==> src/rtl/button_pulse_gen_pkg.sv <==
// rtl/button_pulse_gen_pkg.sv - shared state encoding and default timing for the button front-end
package button_pulse_gen_pkg;

  localparam int STATE_W = 2;

  typedef enum logic [STATE_W-1:0] {
    ST_RELEASED = 2'd0,
    ST_DELAY    = 2'd1,
    ST_REPEAT   = 2'd2
  } btn_state_e;

  // Defaults sized for a 50 MHz system clock
  localparam int DEF_DEBOUNCE_CYCLES = 1_000_000;
  localparam int DEF_REPEAT_EN       = 1;
  localparam int DEF_REPEAT_DELAY    = 25_000_000;
  localparam int DEF_REPEAT_RATE     = 5_000_000;
  localparam int DEF_CNT_W           = 25;

endpackage

==> src/rtl/button_pulse_gen_if.sv <==
// rtl/button_pulse_gen_if.sv - raw button inputs and clean step/level outputs
interface button_pulse_gen_if;

  logic button_inc;
  logic button_dec;
  logic inc_pulse;
  logic dec_pulse;
  logic inc_held;
  logic dec_held;

  modport master (
    output button_inc, button_dec,
    input  inc_pulse, dec_pulse, inc_held, dec_held
  );

  modport slave (
    input  button_inc, button_dec,
    output inc_pulse, dec_pulse, inc_held, dec_held
  );

endinterface

==> src/rtl/button_pulse_gen_btn_channel.sv <==
// rtl/button_pulse_gen_btn_channel.sv - one button: synchroniser, debounce and press/repeat FSM
module btn_channel
  import button_pulse_gen_pkg::*;
#(
  parameter int DEBOUNCE_CYCLES = DEF_DEBOUNCE_CYCLES,
  parameter int REPEAT_EN       = DEF_REPEAT_EN,
  parameter int REPEAT_DELAY    = DEF_REPEAT_DELAY,
  parameter int REPEAT_RATE     = DEF_REPEAT_RATE,
  parameter int CNT_W           = DEF_CNT_W
) (
  input  logic clk,
  input  logic rst,
  input  logic button,
  output logic pulse,
  output logic held
);

  localparam logic [CNT_W-1:0] DB_LAST = CNT_W'(DEBOUNCE_CYCLES - 1);
  localparam logic [CNT_W-1:0] RD_LAST = CNT_W'(REPEAT_DELAY - 1);
  localparam logic [CNT_W-1:0] RR_LAST = CNT_W'(REPEAT_RATE - 1);

  logic             s1;
  logic             s2;
  logic [CNT_W-1:0] db_cnt;
  btn_state_e       state;
  btn_state_e       state_nxt;
  logic [CNT_W-1:0] timer;
  logic [CNT_W-1:0] timer_nxt;
  logic             pulse_nxt;

  // Pin is active-low, so the debounced level compares against the inverted s2
  always_ff @(posedge clk or negedge rst) begin
    if (!rst) begin
      s1     <= 1'b1;
      s2     <= 1'b1;
      db_cnt <= '0;
      held   <= 1'b0;
    end else begin
      s1 <= button;
      s2 <= s1;
      if (~s2 != held) begin
        if (db_cnt == DB_LAST) begin
          held   <= ~s2;
          db_cnt <= '0;
        end else begin
          db_cnt <= db_cnt + CNT_W'(1);
        end
      end else begin
        db_cnt <= '0;
      end
    end
  end

  always_ff @(posedge clk or negedge rst) begin
    if (!rst) begin
      state <= ST_RELEASED;
      timer <= '0;
      pulse <= 1'b0;
    end else begin
      state <= state_nxt;
      timer <= timer_nxt;
      pulse <= pulse_nxt;
    end
  end

  always_comb begin
    state_nxt = state;
    timer_nxt = timer;
    pulse_nxt = 1'b0;
    case (state)
      ST_RELEASED: begin
        timer_nxt = '0;
        if (held) begin
          pulse_nxt = 1'b1;
          state_nxt = ST_DELAY;
        end
      end
      ST_DELAY: begin
        if (!held) begin
          timer_nxt = '0;
          state_nxt = ST_RELEASED;
        end else if (timer == RD_LAST) begin
          // Without auto-repeat the timer still clears so it never wraps
          timer_nxt = '0;
          if (REPEAT_EN != 0) begin
            pulse_nxt = 1'b1;
            state_nxt = ST_REPEAT;
          end
        end else begin
          timer_nxt = timer + CNT_W'(1);
        end
      end
      ST_REPEAT: begin
        if (!held) begin
          timer_nxt = '0;
          state_nxt = ST_RELEASED;
        end else if (timer == RR_LAST) begin
          timer_nxt = '0;
          pulse_nxt = 1'b1;
        end else begin
          timer_nxt = timer + CNT_W'(1);
        end
      end
      default: begin
        timer_nxt = '0;
        state_nxt = ST_RELEASED;
      end
    endcase
  end

endmodule

==> src/rtl/button_pulse_gen.sv <==
// rtl/button_pulse_gen.sv - two debounced button channels with conflicting pulses dropped
module button_pulse_gen
  import button_pulse_gen_pkg::*;
#(
  parameter int DEBOUNCE_CYCLES = DEF_DEBOUNCE_CYCLES,
  parameter int REPEAT_EN       = DEF_REPEAT_EN,
  parameter int REPEAT_DELAY    = DEF_REPEAT_DELAY,
  parameter int REPEAT_RATE     = DEF_REPEAT_RATE,
  parameter int CNT_W           = DEF_CNT_W
) (
  input  logic                clk,
  input  logic                rst,
  button_pulse_gen_if.slave   bus
);

  logic inc_raw;
  logic dec_raw;

  btn_channel #(
    .DEBOUNCE_CYCLES (DEBOUNCE_CYCLES),
    .REPEAT_EN       (REPEAT_EN),
    .REPEAT_DELAY    (REPEAT_DELAY),
    .REPEAT_RATE     (REPEAT_RATE),
    .CNT_W           (CNT_W)
  ) u_inc (
    .clk    (clk),
    .rst    (rst),
    .button (bus.button_inc),
    .pulse  (inc_raw),
    .held   (bus.inc_held)
  );

  btn_channel #(
    .DEBOUNCE_CYCLES (DEBOUNCE_CYCLES),
    .REPEAT_EN       (REPEAT_EN),
    .REPEAT_DELAY    (REPEAT_DELAY),
    .REPEAT_RATE     (REPEAT_RATE),
    .CNT_W           (CNT_W)
  ) u_dec (
    .clk    (clk),
    .rst    (rst),
    .button (bus.button_dec),
    .pulse  (dec_raw),
    .held   (bus.dec_held)
  );

  // Coincident requests cancel; neither is deferred
  assign bus.inc_pulse = inc_raw & ~dec_raw;
  assign bus.dec_pulse = dec_raw & ~inc_raw;

endmodule

==> src/flat_wrapper.sv <==
// flat-port wrapper written by rule: the top's interface ports become plain ports
module button_pulse_gen_flat import button_pulse_gen_pkg::*;
#(
  parameter int DEBOUNCE_CYCLES = DEF_DEBOUNCE_CYCLES,
  parameter int REPEAT_EN       = DEF_REPEAT_EN,
  parameter int REPEAT_DELAY    = DEF_REPEAT_DELAY,
  parameter int REPEAT_RATE     = DEF_REPEAT_RATE,
  parameter int CNT_W           = DEF_CNT_W
)
  (clk, rst, bus_button_inc, bus_button_dec, bus_inc_pulse, bus_dec_pulse, bus_inc_held, bus_dec_held);
  button_pulse_gen_if bus_i ();
  input  logic clk;
  input  logic rst;
  input wire logic [$bits(bus_i.button_inc)-1:0] bus_button_inc;
  input wire logic [$bits(bus_i.button_dec)-1:0] bus_button_dec;
  output wire logic [$bits(bus_i.inc_pulse)-1:0] bus_inc_pulse;
  output wire logic [$bits(bus_i.dec_pulse)-1:0] bus_dec_pulse;
  output wire logic [$bits(bus_i.inc_held)-1:0] bus_inc_held;
  output wire logic [$bits(bus_i.dec_held)-1:0] bus_dec_held;
  assign bus_i.button_inc = bus_button_inc;
  assign bus_i.button_dec = bus_button_dec;
  assign bus_inc_pulse = bus_i.inc_pulse;
  assign bus_dec_pulse = bus_i.dec_pulse;
  assign bus_inc_held = bus_i.inc_held;
  assign bus_dec_held = bus_i.dec_held;
  button_pulse_gen #(.DEBOUNCE_CYCLES(DEBOUNCE_CYCLES), .REPEAT_EN(REPEAT_EN), .REPEAT_DELAY(REPEAT_DELAY), .REPEAT_RATE(REPEAT_RATE), .CNT_W(CNT_W)) u_core (.clk(clk), .rst(rst), .bus(bus_i));
endmodule
==> config.mk <==
export PLATFORM = sky130hd
export DESIGN_NAME = button_pulse_gen_flat
export DESIGN_NICKNAME = d
export VERILOG_FILES = /design/src/rtl/button_pulse_gen_pkg.sv /design/src/rtl/button_pulse_gen_if.sv /design/src/rtl/button_pulse_gen_btn_channel.sv /design/src/rtl/button_pulse_gen.sv /design/src/flat_wrapper.sv
export SDC_FILE = /design/constraint.sdc
export NUM_CORES = 1
export LEC_CHECK = 0
export ABC_AREA = 1
export CAP_MARGIN = 20
export CORE_MARGIN = 8
export CORE_UTILIZATION = 35
export CTS_CLUSTER_SIZE = 12
export DETAILED_ROUTE_END_ITERATION = 10
export PLACE_DENSITY = 0.52
export RECOVER_POWER = 50
export SYNTH_ARGS = -nofsm -noshare
export SYNTH_HDL_FRONTEND = slang
export SYNTH_SLANG_ARGS = --single-unit
==> constraint.sdc <==
create_clock -name clk -period 2 [get_ports clk]
set_input_delay 0.4 -clock clk [delete_from_list [all_inputs] [get_ports clk]]
set_output_delay 0.4 -clock clk [all_outputs]
set_load 0.05 [all_outputs]
[Word-level counts from Yosys, hierarchy flattened]
Index checks and enable logic that the tools add are counted.
Cells by class
  add/subtract/negate cells: 4
  equal/unequal tests: 18
  muxes and demuxes: 36
  bitwise operators: 6
  reduce and logical (&&, ||, !) cells: 6
Operators by type and width (number)
  2-to-1 mux 25 bit: 12
  adder 25 x 1 -> 25 bit, second input constant: 4
  one-hot mux 25 bit (2 select lines): 2
  == test 25 x 20 -> 1 bit, second input constant: 2
  == test 25 x 23 -> 1 bit, second input constant: 2
  == test 25 bit, second input constant: 2
  2-to-1 mux 2 bit: 8
  one-hot mux 2 bit (3 select lines): 2
  2-to-1 mux 1 bit: 10
  inequality test 2 bit, second input constant: 4
  inequality test 3 bit, second input constant: 2
  one-hot mux 1 bit (3 select lines): 2
  AND reduction 3 bit: 2
  == test 2 x 1 -> 1 bit, second input constant: 2
  == test 2 bit, second input constant: 2
  logical NOT 2 bit: 2
  NOT 1 bit: 4
  AND reduction 2 bit: 2
  AND 1 bit: 2
  inequality test 1 bit: 2
Word-level totals
  register bits: 112
  output and inout bits: 4

[Depth between registers and ports, before layout]
  depth in word-level cells: 4
  mapped depth: 10
  gate-level depth less buffers: 10

[Cells and area by module]
From an unflattened synthesis, not the netlist that was laid out.
Unflattened totals
  cells, all modules: 847
  area, all modules: 6577.6 µm²
Modules (own cells, without submodules)
  btn_channel at u_core.u_dec: times used 1, cells each 421, area each 3281.9 µm²
  btn_channel at u_core.u_inc: times used 1, cells each 422, area each 3280.6 µm²
  button_pulse_gen: times used 1, cells each 4, area each 15.0 µm²

[Worst setup path after synthesis]
OpenSTA, ideal clock, no wires.
  path kind: register -> register
  start point: register u_core.u_dec.held
  end point: register u_core.u_dec.db_cnt[4]
  setup time: 88 ps
  arrival: 1458 ps
  required time: 1912 ps
  slack: 453 ps
  stages on the path, launching flop included: 6
  path buffers: 2
  clock period less this slack: 1547 ps
  path through: dfrtp_1 buf_2 xnor2_1 inv_1 clkbuf_1 nor3b_1
Between the ends
  longest elaborated chain between the ends: 2
RTL lines
  from (decl): line button_pulse_gen_btn_channel.sv:15  | output logic held
  from (signal assigned): line button_pulse_gen_btn_channel.sv:43  | held <= ~s2;
  inequality test 1 bit: line button_pulse_gen_btn_channel.sv:41  | if (~s2 != held) begin
  2-to-1 mux 25 bit: line button_pulse_gen_btn_channel.sv:41
  to (signal assigned): line button_pulse_gen_btn_channel.sv:46  | db_cnt <= db_cnt + CNT_W'(1);
  to (decl): line button_pulse_gen_btn_channel.sv:24  | logic [CNT_W-1:0] db_cnt;
No other way between the ends.
A chain may end at the register's enable or synchronous reset.

[Worst setup path after layout]
  start point: register u_core.u_dec.timer[0]
  end point: register u_core.u_dec.timer[24]
Between the ends
  longest elaborated chain between the ends: 4
  elaborated cells on any way between the ends: 8
RTL lines
  from (decl): line button_pulse_gen_btn_channel.sv:27  | logic [CNT_W-1:0] timer;
  from (signal assigned): line button_pulse_gen_btn_channel.sv:61  | timer <= timer_nxt;
  adder 25 x 1 -> 25 bit, or another cell as far along: line button_pulse_gen_btn_channel.sv:90, button_pulse_gen_btn_channel.sv:101
  2-to-1 mux 25 bit (on tied branches): line button_pulse_gen_btn_channel.sv:97, button_pulse_gen_btn_channel.sv:82
  2-to-1 mux 25 bit (on tied branches): line button_pulse_gen_btn_channel.sv:94, button_pulse_gen_btn_channel.sv:79
  one-hot mux 25 bit (2 select lines) *: line button_pulse_gen_btn_channel.sv:70  | case (state)
  net u_core.u_dec.timer_nxt[24]: line button_pulse_gen_btn_channel.sv:28  | logic [CNT_W-1:0] timer_nxt;
Mark *: on every way through the listed nets, which the timed path passes. The rest lies on a longest branch.

==> results.toml <==
[timing]
grt_setup_unrepaired = "false"
setup_viol = 0
timing_hold_violations_final = 0
fin_setup_tns_ns = 0
fin_crit_sh_pct = 87.90
holdWs_ns = 0.3575
max_slew.worst_pin.slew_ns = 0.6380
max_clock_freq_ghz = 0.5688
relSlewSlack_pct = 57.47
drv_slew = 0
fin_skew_ns = 0.01122
finalCriticalPeriod_ns = 1.758

[outcome]
run_status = "complete, no violations"

[power_and_ir_drop]
pwr_density_cell_mw_per_mm2 = 583.3
switching_share_pct = 22.73
power.sequential.fraction_pct = 55.5
clockPowerShare_pct = 42.2
cell_internal_pwr_w = 0.003191
vdd.ir_drop.worst_mv = 0.4081
combPwrFrac_pct = 2.3
p_leak_nw = 3.059
netSwitchingPower_w = 0.0009386
power_w = 0.004130

[clock_tree]
holdBufCountCts = 1
cts_inserted_buffers = 9
clock_tree.buffer_depth = 2
count_of_cells_resized_by_post_cts_repair = 0
clockRootBuffer = "clkbuf_16"
post_cts_buffers = 0
clkSinkCount = 112
cts_tree = "built"
cts.clk_slew.worst_paths_ns = 0.07
clock_insertion_delay_worst_skew_ns = 0.36
cts.htree.levels = 3

[global_route]
grtUsageTotal_pct = 13.67
first_global_vias = 5235
wire_length_of_the_first_global_routing_pass_mm = 25.25
grt_antenna_before_repair = 0
largest_net_degree_at_the_start_of_global_routing = 43
grt_remaining_overflow = 0

[cells_and_area]
diodes = 0
register_area_mm2 = 0.002808
final_nets = 891
post_route_cells_drive_above_1_share_pct = 7.273
area.growth.synth_to_final_pct = 10.10
layout.filler_cells = 1957
multi_input_area_mm2 = 0.003107

[critical_path]
crit_arrival_ns = 2.01
worst_setup_path_start_kind = "register"
critical_path.max_fanout = 11
worst_setup_end_kind = "register"
critPathTopFamily = "simple AND/OR/NAND/NOR gates"
cell_mode_on_critical_path = "nand2_2"
worst_path_max_delay_cell = "dfrtp_1"
critical_path.cell_chain = "ha_1 > nand3_1 > nor2_1 > nand3_1 > nand2_2 > nand2_2 > nand2_2 > buf_12 > nor2_1"
worst_r2r_setup_slack_ns = 0.24
worst_path_largest_cell_delay_ns = 0.40
worstPathBufferInverterCount = 1
crit_type = "reg2reg"
crit_required_ns = 2.25

[floorplan]
area_enclosed_by_the_die_boundary_mm2 = 0.02296
dieHeight_um = 151.5
fp.dieW_um = 151.5
area_of_the_core_region_mm2 = 0.01802
rows = 49
start_util_pct = 35.67
ioPinCount = 8

[logic_synthesis]
synthFlopType = "dfrtp_1"
synth_edf_count = 0
netlist_area_mm2 = 0.006430
async_sr_flop_fraction_pct = 100.0
postSynthRegisterBits = 112
synthesis.nets = 872
yosys_warnings = 0
ys_seq_area_share_pct = 43.67
netlist-cell-type-count = 37
synth_cells = 856
synthesis.area_per_instance_um2 = 7.512

[job]
cap_viol_max_count = 0

[detailed_routing]
drt_first_pass_iters = 4
wire_per_inst_um = 12.84
final_routed_wirelength_across_all_metal_layers_mm = 14.24
route.detailed.drc = 0
remaining_antenna_violation_count = 0
detailedRoute.firstIterationViolations = 258
vias_per_cell = 4.633
total_via_count_in_the_routed_design = 5138

[place]
gp_routability_congestion = 0.8828
post-dp-hpwl_mm = 10.90
port_buffers = 7

[worst_hold_path]
worstHoldPathType = "reg2reg"
## sequential cells by signal, summed over array words and instances, names as in the netlist
| signal | flops |
|---|---|
| u_core.u_inc.db_cnt | 25 |
| u_core.u_dec.timer | 25 |
| u_core.u_dec.held | 1 |
| u_core.u_dec.s1 | 1 |
| u_core.u_dec.state | 2 |
| u_core.u_dec.db_cnt | 25 |
| u_core.u_inc.held | 1 |
| u_core.u_inc.s2 | 1 |
| u_core.u_inc.timer | 25 |
| u_core.u_inc.state | 2 |
| u_core.u_inc.s1 | 1 |
| u_core.u_dec.pulse | 1 |
| u_core.u_dec.s2 | 1 |
| u_core.u_inc.pulse | 1 |
## Yosys cell counts (all sizes together) (4+ instances only)
cell type  number  area, um2
a21oi          13      65.06
buf             7      65.05
dfrtp         108       2703
dfstp           4      105.1
ha             12      150.1
inv           117      439.2
nand2         185      727.0
nand3          57      300.3
nand3b          4      30.03
nand4          24      150.1
nor2          191      739.5
nor3           42      240.2
nor3b           7      62.56
o21ai          14      70.06
xnor2          17      148.9
xor2           40      350.3
## path summary, 6_finish.rpt
check | from | to | depth (start not counted)
worst max-delay path | u_core.u_dec.timer[0]$_DFF_PN0_ | u_core.u_dec.timer[24]$_DFF_PN0_ | 9
worst max register to register | u_core.u_dec.timer[0]$_DFF_PN0_ | u_core.u_dec.timer[24]$_DFF_PN0_ | 9
worst min-delay path | u_core.u_dec.s1$_DFF_PN1_ | u_core.u_dec.s2$_DFF_PN1_ | 0
max in group asynchronous | rst | u_core.u_inc.timer[9]$_DFF_PN0_ | 3
worst min register to register | u_core.u_dec.s1$_DFF_PN1_ | u_core.u_dec.s2$_DFF_PN1_ | 0
min in group asynchronous | rst | u_core.u_dec.timer[9]$_DFF_PN0_ | 2
## layout make-up
type                            count  share of cell area, %
Multi-Input combinational cell    617                  43.88
Sequential cell                   112                  39.66
Inverter                          118                  6.257
Tap cell                          229                  4.047
Clock buffer                       11                  3.429
Timing Repair Buffer               17                  2.174
Clock inverter                      5                 0.5479
## per-stage QoR
step	std cells	cell area [um2]	setup WS (ns)	util, %
3_5_place_dp	1092	6819	0.2541	37.83
3_3_place_gp	1092	6819	0.2959	37.83
6_report	1109	7079	0.2419	39.28
4_1_cts	1109	7111	0.2329	39.45
2_1_floorplan	856	6430	0.4531	-
5_1_grt	1109	7079	0.07829	39.28
## cell usage in the layout, fill, tap and decap left out, drive strengths merged, types with 4 or more instances in the layout
cell    count
xnor2      17
a21oi      13
inv       119
xor2       40
nand2     185
clkbuf     15
buf        10
nor3b       7
o21ai      14
nand3      57
nand4      24
dfrtp     108
dfstp       4
nor2      191
nand3b      4
nor3       42
ha         12
## routing by layer
| metal | vias up | global-route usage (%) | share of wire [%] |
|---|---|---|---|
| met3 | 9 | 3.237 | 2.8 |
| met4 | 0 | 3.087 | 0.77 |
| met5 | - | 0 | 0 |
| met1 | 2376 | 18.23 | 50 |
| met2 | 38 | 22.07 | 46 |
| li1 | 2715 | - | - |
## power groups by stage
stage	clock (W)	sequential, W	combinational, W
final	0.00174	0.00229	0.0000957
after detailed placement	0	0.00233	0.000110
after global routing	0.00191	0.00229	0.000114
after global placement	0	0.00233	0.000110
after floorplan	0	0.00233	0.0000358
after CTS	0.00181	0.00229	0.000112
## logic make-up (layout without fill, tap and decap cells)
group           after synthesis  in the layout  share of synthesized area (%)
fa+ha+maj                    12             12                          2.335
xor+xnor                     57             57                          7.764
simple gates                515            515                          35.47
buf+inv                     127            151                          8.017
compound gates               33             33                          2.744
flops                       112            112                          43.67
Power figures use the tool's default switching activity.
